`src/rtl/pipe_barrel_shifter_if.sv`:
```
// Valid/ready stream bundle for pipe_barrel_shifter.
// Operand beat in (data, amt, mode), shifted result beat out.
interface pipe_barrel_shifter_if #(
  parameter int WIDTH = 32
);
  localparam int SHW = $clog2(WIDTH);

  logic             in_valid;
  logic             in_ready;
  logic [WIDTH-1:0] in_data;
  logic [SHW-1:0]   in_amt;
  logic [1:0]       in_mode;
  logic             out_valid;
  logic             out_ready;
  logic [WIDTH-1:0] out_data;
  logic             out_zero;

  modport master (
    output in_valid, in_data, in_amt, in_mode, out_ready,
    input  in_ready, out_valid, out_data, out_zero
  );

  modport slave (
    input  in_valid, in_data, in_amt, in_mode, out_ready,
    output in_ready, out_valid, out_data, out_zero
  );
endinterface

```
`src/rtl/pipe_barrel_shifter.sv`:
```
// Fully pipelined barrel shifter, one shift level per stage.
// Define BSH_ROTATE_EN to build rotate-left for mode 11.
module pipe_barrel_shifter #(
  parameter int WIDTH = 32
) (
  input logic                 clk,
  input logic                 rst,
  pipe_barrel_shifter_if.slave bus
);
  localparam int SHW = $clog2(WIDTH);

  localparam logic [1:0] MODE_SRL = 2'b01;
  localparam logic [1:0] MODE_SRA = 2'b10;
`ifdef BSH_ROTATE_EN
  localparam logic [1:0] MODE_ROL = 2'b11;
`endif
  localparam logic [WIDTH-1:0] ONES = '1;

  logic [WIDTH-1:0] d_q [SHW];
  logic [WIDTH-1:0] d_n [SHW];
  logic [SHW-1:0]   a_q [SHW];
  logic [SHW-1:0]   a_n [SHW];
  logic [1:0]       m_q [SHW];
  logic [1:0]       m_n [SHW];
  logic             s_q [SHW];
  logic             s_n [SHW];
  logic [SHW-1:0]   v_q;
  logic [SHW-1:0]   v_n;
  logic             z_q;
  logic             stall;
  logic             en;

  function automatic logic [WIDTH-1:0] lvl(
    input logic [WIDTH-1:0] d,
    input logic             go,
    input int               sh,
    input logic [1:0]       m,
    input logic             s
  );
    logic [WIDTH-1:0] r;
    r = d;
    if (go) begin
      unique case (1'b1)
        (m == MODE_SRL): r = d >> sh;
        (m == MODE_SRA): r = (d >> sh) | ({WIDTH{s}} & ~(ONES >> sh));
`ifdef BSH_ROTATE_EN
        (m == MODE_ROL): r = (d << sh) | (d >> (WIDTH - sh));
`endif
        default:         r = d << sh;
      endcase
    end
    return r;
  endfunction

  // One global stall freezes every stage, so bubbles never collapse.
  assign stall        = v_q[SHW-1] && !bus.out_ready;
  assign en           = !stall;
  assign bus.in_ready = en;

  always_comb begin
    d_n[0] = lvl(bus.in_data, bus.in_amt[0], 1,
                 bus.in_mode, bus.in_data[WIDTH-1]);
    a_n[0] = bus.in_amt;
    m_n[0] = bus.in_mode;
    s_n[0] = bus.in_data[WIDTH-1];
    v_n[0] = bus.in_valid && bus.in_ready;
    for (int k = 1; k < SHW; k++) begin
      d_n[k] = lvl(d_q[k-1], a_q[k-1][k], 1 << k,
                   m_q[k-1], s_q[k-1]);
      a_n[k] = a_q[k-1];
      m_n[k] = m_q[k-1];
      s_n[k] = s_q[k-1];
      v_n[k] = v_q[k-1];
    end
  end

  always_ff @(posedge clk or posedge rst) begin
    if (rst) begin
      for (int k = 0; k < SHW; k++) begin
        d_q[k] <= '0;
        a_q[k] <= '0;
        m_q[k] <= '0;
        s_q[k] <= 1'b0;
      end
      v_q <= '0;
      z_q <= 1'b0;
    end else if (en) begin
      for (int k = 0; k < SHW; k++) begin
        d_q[k] <= d_n[k];
        a_q[k] <= a_n[k];
        m_q[k] <= m_n[k];
        s_q[k] <= s_n[k];
      end
      v_q <= v_n;
      z_q <= (d_n[SHW-1] == '0);
    end
  end

  assign bus.out_valid = v_q[SHW-1];
  assign bus.out_data  = d_q[SHW-1];
  assign bus.out_zero  = z_q;
endmodule

```
`src/flat_wrapper.sv`:
```
// flat-port wrapper written by rule: the top's interface ports become plain ports
module pipe_barrel_shifter_flat 
#(
  parameter int WIDTH = 32
)
  (clk, rst, bus_in_valid, bus_in_data, bus_in_amt, bus_in_mode, bus_out_ready, bus_in_ready, bus_out_valid, bus_out_data, bus_out_zero);
  pipe_barrel_shifter_if #(.WIDTH(WIDTH)) bus_i ();
  input logic clk;
  input logic rst;
  input wire logic [$bits(bus_i.in_valid)-1:0] bus_in_valid;
  input wire logic [$bits(bus_i.in_data)-1:0] bus_in_data;
  input wire logic [$bits(bus_i.in_amt)-1:0] bus_in_amt;
  input wire logic [$bits(bus_i.in_mode)-1:0] bus_in_mode;
  input wire logic [$bits(bus_i.out_ready)-1:0] bus_out_ready;
  output wire logic [$bits(bus_i.in_ready)-1:0] bus_in_ready;
  output wire logic [$bits(bus_i.out_valid)-1:0] bus_out_valid;
  output wire logic [$bits(bus_i.out_data)-1:0] bus_out_data;
  output wire logic [$bits(bus_i.out_zero)-1:0] bus_out_zero;
  assign bus_i.in_valid = bus_in_valid;
  assign bus_i.in_data = bus_in_data;
  assign bus_i.in_amt = bus_in_amt;
  assign bus_i.in_mode = bus_in_mode;
  assign bus_i.out_ready = bus_out_ready;
  assign bus_in_ready = bus_i.in_ready;
  assign bus_out_valid = bus_i.out_valid;
  assign bus_out_data = bus_i.out_data;
  assign bus_out_zero = bus_i.out_zero;
  pipe_barrel_shifter #(.WIDTH(WIDTH)) u_core (.clk(clk), .rst(rst), .bus(bus_i));
endmodule
```
`config.mk`:
```
export PLATFORM = sky130hd
export DESIGN_NAME = pipe_barrel_shifter_flat
export DESIGN_NICKNAME = d
export VERILOG_FILES = /design/src/rtl/pipe_barrel_shifter_if.sv /design/src/rtl/pipe_barrel_shifter.sv /design/src/flat_wrapper.sv
export SDC_FILE = /design/constraint.sdc
export NUM_CORES = 1
export LEC_CHECK = 0
export CORE_MARGIN = 5
export CORE_UTILIZATION = 40
export DETAILED_ROUTE_END_ITERATION = 12
export SYNTH_ARGS = -nofsm -noshare
export SYNTH_HDL_FRONTEND = slang
export SYNTH_SLANG_ARGS = --single-unit
```
`constraint.sdc`:
```
create_clock -name clk -period 17.1 [get_ports clk]
set_clock_uncertainty 0.05 [all_clocks]
set_input_delay 4.275 -clock clk [delete_from_list [all_inputs] [get_ports clk]]
set_output_delay 4.275 -clock clk [all_outputs]
set_load 0.1 [all_outputs]
```
Word-level counts from Yosys, hierarchy flattened
Cells that the tools add are included.

operators by class
  eq/ne operators = 10
  mux-type cells = 10
  bitwise operators = 5
  reductions and logical operators = 5

operators with widths
  cell                                                                    number
  32-bit one-hot mux with 2 select lines                                  5
  32-bit 2-to-1 mux                                                       5
  32-bit zero test                                                        1
  16-bit by 32-bit bitwise OR with 32-bit output                          1
  24-bit by 32-bit bitwise OR with 32-bit output                          1
  28-bit by 32-bit bitwise OR with 32-bit output                          1
  30-bit by 32-bit bitwise OR with 32-bit output                          1
  31-bit by 32-bit bitwise OR with 32-bit output                          1
  2-bit by 1-bit equality test with 1-bit output (second input constant)  5
  2-bit equality test (second input constant)                             5
  1-bit logical AND                                                       2
  1-bit zero test                                                         2

word-level totals
  bits in registers = 198
  input port bits = 43
  word-level logic and storage cells = 49

Depth between registers and ports, before layout
Gate-level depths: netlist (run 1).

  word-level depth = 4
  mapped depth = 9
  gate-level depth less buffers = 7

Least setup slack after synthesis (run 1)
OpenSTA, ideal clock, no wires.

  path type = input port to output port
  from = input bus_out_ready
  to = output bus_in_ready
  arrival time = 5,678 ps
  data required time = 12,775 ps
  path slack = 7,097 ps
  stages = 5
  path buffers = 3
  cell sequence = nor2b_1 -> clkbuf_1 -> inv_1 -> buf_2 -> clkbuf_1

between the ends
  cells in the longest elaborated chain, start to end = 3

ends and longest elaborated chain
  item               line                       RTL
  from (decl)        flat_wrapper.sv:14         input wire logic [$bits(bus_i.out_ready)-1:0] bus_out_ready;
  1-bit zero test    pipe_barrel_shifter.sv:56  assign stall = v_q[SHW-1] && !bus.out_ready;
  1-bit logical AND  pipe_barrel_shifter.sv:56
  1-bit zero test    pipe_barrel_shifter.sv:57  assign en = !stall;
  to (decl)          flat_wrapper.sv:15         output wire logic [$bits(bus_i.in_ready)-1:0] bus_in_ready;

No other way between the ends.

Worst setup path in the final report (run 1)
Ends and elaborated chain as after synthesis.

==> impl_metrics.json, run 1 <==
{
  "die_width_um": 167,
  "crit_required_ns": 12.78,
  "vias_per_cell": 5.53,
  "synth.net_count": 1133,
  "synth_edf_count": 0,
  "start_util_pct": 40.5,
  "rsz0062_at_grt": "no",
  "grt_start_max_net_pins": 267,
  "status": "finished clean",
  "dpl_cell_area_um2": 10400,
  "dp_hpwl_mm": 14.8,
  "placementRows": 57,
  "track_usage_pct": 15.9,
  "io_buffers": 77,
  "slew_headroom_pct": 24.4,
  "fmax_mhz": 90.5,
  "synth_cells": 1080,
  "core_um2": 24200,
  "final_cell_mix": "dfrtp_1 (187), nor2_1 (169), nand2_1 (144)",
  "syn-cell-area_um2": 9810,
  "yosysWarnings": 0,
  "antenna_left": 0,
  "vias": 7701,
  "syn_area_per_cell_um2": 9.09,
  "cts_sinks": 188,
  "r2r_start": "u_core.m_n[4]$_DFFE_PP0N_",
  "max_cap_viol_count": 0,
  "cts_buffers": 17,
  "cts_setup_buffers": 0,
  "ys_seq_area_share_pct": 47.9,
  "critPathKind": "input port to output pin",
  "finalCritPeriodShare_pct": 64.6,
  "grt_pass1_wl_mm": 36.9,
  "finalSetupTns_ns": 0,
  "cts_tree": "done",
  "cts_hold_buffers": 0,
  "synth_cell_types": 40,
  "area_growth_pct": 12.2,
  "period_minus_slack_ns": 11.05,
  "final_nets": 1109,
  "drcViolationCount": 0,
  "powerDensity_nw_per_um2": 229,
  "grt.overflow.total": 0,
  "gp_congestion": 0.846,
  "cts-root-to-sink-buffers": 2,
  "drt_iter0_markers": 656,
  "ys_seq_elements": 188,
  "use_met2_pct": 23.4,
  "cts_root_buf": "clkbuf_16",
  "grt_busiest_layer": "met1",
  "wire_per_inst_um": 16.0,
  "tightest_slew_ns": 1.13,
  "worstSetupEndpointType": "output pin",
  "hp-class": "flop to flop",
  "drive_gt1_share_pct": 5.14,
  "met3_usage_pct": 2.92,
  "die_h_um": 167,
  "cts.clk_slew.worst_paths_ns": 0.07,
  "grt_pass1_vias": 6872,
  "ioPinCount": 78,
  "die_area_um2": 27800,
  "p_leak_uw": 0.00492,
  "drv_slew": 0,
  "htree_levels": 4,
  "mostFrequentLayoutCell": "dfrtp_1",
  "ir_worst_vdd_uv": 123,
  "crit_path_start": "bus_out_ready",
  "clkLatencyLatePin_ns": 0.44,
  "postLayoutCellArea_um2": 11000,
  "ys_async_sr_fraction_pct": 100,
  "setup_viol": 0,
  "synthFlopType": "dfrtp_1",
  "cp-start-kind": "input port",
  "path_max_fanout": 59,
  "gr-usage-met1_pct": 23.9,
  "grt_antenna_before_repair": 0,
  "num_antenna_cells": 0,
  "min_from": "u_core.a_n[9]$_DFFE_PP0N_",
  "arrival_ns": 6.73,
  "cts_resized": 0,
  "dr.pass1.iters": 6,
  "hold-worst-slack_ns": 0.417,
  "drt-total-wl_mm": 22.2,
  "hold_viol": 0
}
[layout make-up]
| cell class | instances | area (um^2) |
|---|---|---|
| multi-input combinational | 748 | 4380 |
| inverter | 15 | 62.6 |
| tap | 324 | 405 |
| sequential | 188 | 4710 |
| fill | 2421 | 13200 |
| clock inverter | 14 | 181 |
| clock buffer | 18 | 429 |
| timing repair buffer | 86 | 851 |
[layer usage]
| layer | up-vias | wire [um] | part of all wire [%] |
|---|---|---|---|
| met5 | - | 0 | 0 |
| met4 | 0 | 335 | 1.5 |
| met3 | 27 | 1010 | 4.5 |
| met2 | 186 | 10100 | 45 |
| met1 | 3651 | 10800 | 49 |
| li1 | 3837 | - | - |
[where the power goes]
group | switching [uW] | total, uW | internal [uW]
registers | 215 | 866 | 652
clock network | 180 | 414 | 234
logic | 808 | 1240 | 436
[critical path, stage by stage]
cell and delay [ns]:
clkdlybuf4s50_1 0.44, nor2b_4 0.16, clkinv_2 0.64, clkdlybuf4s50_1 1.19
[flip-flops by register name (all words and copies together) (netlist names)]
register / count
u_core.d_q: 128
u_core.s_n: 4
u_core.m_n: 8
u_core.a_n: 10
u_core.v_q: 5
u_core.bus.out_data: 32
u_core.bus.out_zero: 1
[path summary, 6_finish.rpt]
check	cells past startpoint	endpoint	slack, ns
min reg2reg	2	u_core.a_n[9]$_DFFE_PP0N_	0.42
max	4	bus_in_ready	6.05
max reg2reg	6	u_core.d_q[72]$_DFFE_PP0N_	14.20
min in group asynchronous	2	u_core.v_q[0]$_DFFE_PP0N_	4.16
min	2	u_core.a_n[9]$_DFFE_PP0N_	0.42
max in group asynchronous	4	u_core.bus.out_data[29]$_DFFE_PP0N_	10.77
[Yosys cell counts (2+ instances only)]
cell type / count / area (um^2)
a21o_1: 82 / 616
a222oi_1: 29 / 290
nor4_1: 6 / 37.5
o21ai_0: 28 / 140
a221oi_1: 17 / 149
nor2_2: 2 / 12.5
nand3_1: 4 / 20.0
buf_4: 35 / 263
nor2b_1: 16 / 100
ha_1: 10 / 125
buf_1: 9 / 33.8
inv_1: 14 / 52.6
dfrtp_1: 188 / 4700
a22oi_1: 68 / 510
a31oi_1: 26 / 163
a211oi_1: 84 / 631
clkbuf_1: 44 / 165
nand2_1: 144 / 541
buf_2: 39 / 195
a21oi_1: 45 / 225
nor3_1: 3 / 15.0
nor2_1: 169 / 634
[per-stage QoR]
| stage | total power, uW | worst slack, ns | utilization [%] | instances |
|---|---|---|---|---|
| 2_1_floorplan | 1890 | 7.10 | - | 1080 |
| 3_3_place_gp | 2100 | 6.01 | 42.9 | 1361 |
| 3_5_place_dp | 2120 | 6.02 | 42.9 | 1361 |
| 4_1_cts | 2540 | 6.01 | 45.4 | 1393 |
| 5_1_grt | 2710 | 5.90 | 45.4 | 1393 |
| 6_report | 2520 | 6.05 | 45.4 | 1393 |
[cells by family after synthesis]
| kind of cell | share of synthesized area [%] |
|---|---|
| AND/OR/NAND/NOR | 14.8 |
| buffers and inverters | 7.53 |
| adder cells (fa/ha/maj) | 1.27 |
| AO/OA/AOI/OAI | 28.5 |
| flip-flops | 47.9 |
Power figures use the tool's default switching activity.
==> run 2: changes to the inputs <==
clock period = 10.8 ns   (was 17.1 ns; I/O delays follow)
==> impl_metrics.json, run 2 (synthesis results as in run 1) <==
{
  "status": "finished clean",
  "fmax_mhz": 129,
  "dpl_cell_area_um2": 10400,
  "grt_pass1_wl_mm": 36.3,
  "hp-class": "flop to flop",
  "min_from": "u_core.bus.out_data[20]$_DFFE_PP0N_",
  "seqPwrFrac_pct": 34.6,
  "cts_root_buf": "clkbuf_16",
  "tightest_slew_ns": 1.09,
  "start_util_pct": 40.5,
  "p_sw_uw": 1890,
  "p_clk_share_pct": 15.7,
  "drt_iter0_markers": 697,
  "cts_tree": "done",
  "drv_slew": 0,
  "r2r_slack_ns": 7.54,
  "gr-usage-met1_pct": 22.6,
  "cts_sinks": 188,
  "finalCritPeriodShare_pct": 71.6,
  "grt_busiest_layer": "met2",
  "vias": 7702,
  "grt_pass1_vias": 6876,
  "r2r_start": "u_core.v_q[4]$_DFFE_PP0N_",
  "crit_required_ns": 8.05,
  "antenna_left": 0,
  "htree_levels": 4,
  "pwr-share-comb_pct": 49.7,
  "internal_power_uw": 2070,
  "final_nets": 1112,
  "die_width_um": 167,
  "cts.clk_slew.worst_paths_ns": 0.07,
  "use_met2_pct": 24.5,
  "cts_setup_buffers": 0,
  "dr.pass1.iters": 6,
  "p_sw_share_pct": 47.7,
  "track_usage_pct": 15.6,
  "worstHoldPathCells": 2,
  "wire_per_inst_um": 15.7,
  "hold_end": "u_core.bus.out_data[20]$_DFFE_PP0N_",
  "pre_cts_slack_ns": 3.08,
  "grt.overflow.total": 0,
  "fin_ws_ns": 3.07,
  "hold_viol": 0,
  "drt-total-wl_mm": 22.0,
  "cp-start-kind": "input port",
  "period_minus_slack_ns": 7.73,
  "core_um2": 24200,
  "postLayoutCellArea_um2": 11000,
  "ioPinCount": 78,
  "setup_viol": 0,
  "max_cap_viol_count": 0,
  "die_area_um2": 27800,
  "finalSetupTns_ns": 0,
  "vias_per_cell": 5.52,
  "placementRows": 57,
  "num_antenna_cells": 0,
  "drive_gt1_share_pct": 5.32,
  "dp_hpwl_mm": 15.0,
  "final_cell_mix": "dfrtp_1 (187), nor2_1 (169), nand2_1 (144)",
  "reg2reg_depth": 6,
  "die_h_um": 167,
  "arrival_ns": 4.98,
  "ir_worst_vdd_uv": 175,
  "p_leak_uw": 0.00492,
  "fillers": 2448,
  "clkLatencyLatePin_ns": 0.43,
  "slew_headroom_pct": 27.6,
  "cts-root-to-sink-buffers": 2,
  "io_buffers": 77,
  "largest_reg_flops": 128,
  "r2r-end": "u_core.d_q[53]$_DFFE_PP0N_",
  "met3_usage_pct": 2.65,
  "gp_congestion": 0.853,
  "grt_start_max_net_pins": 114,
  "cts_buffers": 17,
  "cts_hold_buffers": 0,
  "critPathKind": "input port to output pin",
  "rsz0062_at_grt": "no",
  "grt_antenna_before_repair": 0,
  "regMostFlops": "u_core.d_q",
  "cts_resized": 0,
  "area_growth_pct": 12.0,
  "worstSetupEndpointType": "output pin",
  "drcViolationCount": 0,
  "powerDensity_nw_per_um2": 360,
  "mostFrequentLayoutCell": "dfrtp_1",
  "path_max_fanout": 70
}
-- run 2: cell count changes in the layout (fill, tap and decap cells not counted) --
cell and change:
buf_4 +4, clkinv_4 +3, clkinvlp_4 -2, inv_6 -2
buf_12 -1, bufinv_16 -1, clkbuf_8 +1, clkinv_2 +1
inv_8 -1
-- run 2: final cells by class --
type / instances / area [um^2] / area share, %
flip-flops and latches: 188 / 4710 / 42.8
multi-input cells: 748 / 4380 / 39.8
repair buffers: 89 / 861 / 7.83
clock buffers: 19 / 443 / 4.03
well taps: 324 / 405 / 3.69
clock inverters: 12 / 139 / 1.26
inverters: 15 / 62.6 / 0.569
-- run 2: power groups by stage --
stage	combinational, uW	clock (uW)	sequential [uW]
after CTS	1980	639	1370
after floorplan	1740	0	1260
after global placement	1940	0	1380
after detailed placement	1970	0	1390
final	1970	621	1370
after global routing	2160	666	1410
-- run 2: worst max path at each step --
stage	startpoint	endpoint	slack [ns]	cells after the start
after floorplan	rst	u_core.a_n[12]$_DFFE_PP0N_	2.94	1
after global placement	bus_out_ready	bus_in_ready	3.06	5
after detailed placement	bus_out_ready	bus_in_ready	3.08	5
after CTS	bus_out_ready	bus_in_ready	3.06	5
after global routing	bus_out_ready	bus_in_ready	2.96	5
final	bus_out_ready	bus_in_ready	3.07	5
-- run 2: critical path: stages --
cell	delay [ns]
clkdlybuf4s50_1	0.45
nor2b_4	0.11
buf_4	0.53
clkinv_2	0.14
clkdlybuf4s50_1	1.00
-- run 2: metrics by stage --
step                      hold WS (ns)  util [%]  std cells  total power, uW
after floorplan                  0.380         -       1080             3000
after CTS                        0.420      45.3       1395             3990
after global routing             0.444      45.3       1395             4240
final                            0.414      45.3       1395             3960
after detailed placement         0.404      42.9       1364             3360
after global placement           0.391      42.9       1364             3320
-- run 2: layer usage --
layer | vias to the layer above | wire [um]
met4 | 0 | 277
li1 | 3851 | -
met2 | 162 | 10100
met3 | 23 | 895
met5 | - | 0
met1 | 3666 | 10700
==> run 3: changes to the inputs <==
clock period = 6.3 ns   (was 10.8 ns; I/O delays follow)
==> impl_metrics.json, run 3 (synthesis results as in run 1) <==
{
  "status": "finished clean",
  "mostFrequentLayoutCell": "dfrtp_1",
  "ioPinCount": 78,
  "drive_gt1_share_pct": 5.06,
  "grt_pass1_vias": 6937,
  "grt_start_max_net_pins": 267,
  "regMostFlops": "u_core.d_q",
  "antenna_left": 0,
  "cts-root-to-sink-buffers": 2,
  "cp_cell_sequence": "clkdlybuf4s50_1 > nor2b_4 > clkinv_2 > buf_4",
  "drt-total-wl_mm": 22.2,
  "min_from": "u_core.v_q[3]$_DFFE_PP0N_",
  "cts_resized": 0,
  "tightest_slew_ns": 1.14,
  "area_growth_pct": 11.7,
  "largest_reg_flops": 128,
  "cp-start-kind": "input port",
  "setup_viol": 0,
  "gp_congestion": 0.823,
  "path_buf_inv": 3,
  "postLayoutCellArea_um2": 11000,
  "worstHoldPathCells": 2,
  "finalCritPeriodShare_pct": 67.1,
  "die_width_um": 167,
  "final_cell_mix": "dfrtp_1 (187), nor2_1 (169), nand2_1 (144)",
  "wire_per_inst_um": 16.0,
  "cts_setup_buffers": 0,
  "critPathKind": "input port to output pin",
  "htree_levels": 4,
  "track_usage_pct": 15.8,
  "ir_worst_vdd_uv": 327,
  "final_nets": 1108,
  "placedCellCount": 1360,
  "hold_viol": 0,
  "placementRows": 57,
  "drcViolationCount": 0,
  "r2r-end": "u_core.d_q[72]$_DFFE_PP0N_",
  "max_cap_viol_count": 0,
  "cts_sinks": 188,
  "cts_root_buf": "clkbuf_16",
  "pre_cts_slack_ns": 2.03,
  "rsz0062_at_grt": "no",
  "dp_hpwl_mm": 14.8,
  "hp-class": "flop to flop",
  "start_util_pct": 40.5,
  "core_um2": 24200,
  "cts_buffers": 17,
  "r2r_slack_ns": 3.45,
  "cts_hold_buffers": 0,
  "drv_slew": 0,
  "path_max_fanout": 2,
  "drt_iter0_markers": 727,
  "arrival_ns": 2.60,
  "dpl_cell_area_um2": 10400,
  "p_leak_uw": 0.00490,
  "fmax_mhz": 237,
  "grt_antenna_before_repair": 0,
  "crit_family": "buffers and inverters",
  "worstSetupEndpointType": "output pin",
  "slowest_stage": "clkdlybuf4s50_1",
  "cts.clk_slew.worst_paths_ns": 0.07,
  "grt.overflow.total": 0,
  "die_area_um2": 27800,
  "cpPeakStageDelay_ns": 0.45,
  "io_buffers": 77,
  "num_antenna_cells": 0,
  "reg2reg_depth": 6,
  "grt_pass1_wl_mm": 37.0,
  "clkLatencyLatePin_ns": 0.43,
  "cts_tree": "done",
  "r2r_start": "u_core.m_n[4]$_DFFE_PP0N_",
  "vias": 7787,
  "dr.pass1.iters": 7,
  "final_cells": 1392,
  "power_uw": 6740,
  "powerDensity_nw_per_um2": 615,
  "period_minus_slack_ns": 4.22,
  "die_h_um": 167,
  "finalSetupTns_ns": 0,
  "slew_headroom_pct": 23.8,
  "crit_required_ns": 4.68,
  "hold_end": "u_core.v_q[3]$_DFFE_PP0N_",
  "vias_per_cell": 5.59,
  "fin_ws_ns": 2.08
}
run 3: cell types whose count changed in the layout (fill, tap and decap cells not counted), sizes merged:
| cell | delta |
|---|---|
| buf | -3 |
| bufinv | -1 |
| clkbuf | +1 |
| clkdlybuf4s50 | -1 |
| clkinvlp | +1 |
run 3: cell type report:
type                            count  area [um^2]
Inverter                           15         61.3
Sequential cell                   188         4710
Multi-Input combinational cell    748         4380
Fill cell                        2440        13300
Timing Repair Buffer               85          853
Tap cell                          324          405
Clock buffer                       20          447
Clock inverter                     12          110
run 3: how the worst max path moves through the flow:
stage / from / end / slack (ns) / cells past startpoint
2_1_floorplan: bus_out_ready / bus_in_ready / 1.70 / 5
3_3_place_gp: bus_out_ready / bus_in_ready / 2.03 / 4
3_5_place_dp: bus_out_ready / bus_in_ready / 2.03 / 4
4_1_cts: bus_out_ready / bus_in_ready / 2.02 / 4
5_1_grt: bus_out_ready / bus_in_ready / 2.00 / 4
6_report: bus_out_ready / bus_in_ready / 2.08 / 4
run 3: where the power goes:
part,switching (uW),internal [uW]
clock,461,559
combinational,2160,1180
sequential,609,1770
total,3230,3510
run 3: routing by layer:
metal	GRT usage [%]	vias to the layer above	part of all wire [%]
met5	0	-	0
met2	24.0	186	46
li1	-	3845	-
met1	23.5	3726	48
met4	4.87	0	1.8
met3	2.49	30	4.0
run 3: metrics by stage:
step                      utilization [%]  hold slack [ns]
final                                45.2            0.412
after global routing                 45.2            0.426
after CTS                            45.2            0.416
after detailed placement             42.9            0.399
after global placement               42.9            0.392
after floorplan                         -            0.380
run 3: worst reg2reg max path: cells and delay by family, from the launching register on:
kind | cells | cell delay [ns]
and+or+nand+nor | 1 | 0.96
DFF | 1 | 0.38
adders and majority gates | 1 | 0.66
buffers and inverters | 1 | 0.07
AOI/OAI and AO/OA | 3 | 0.66
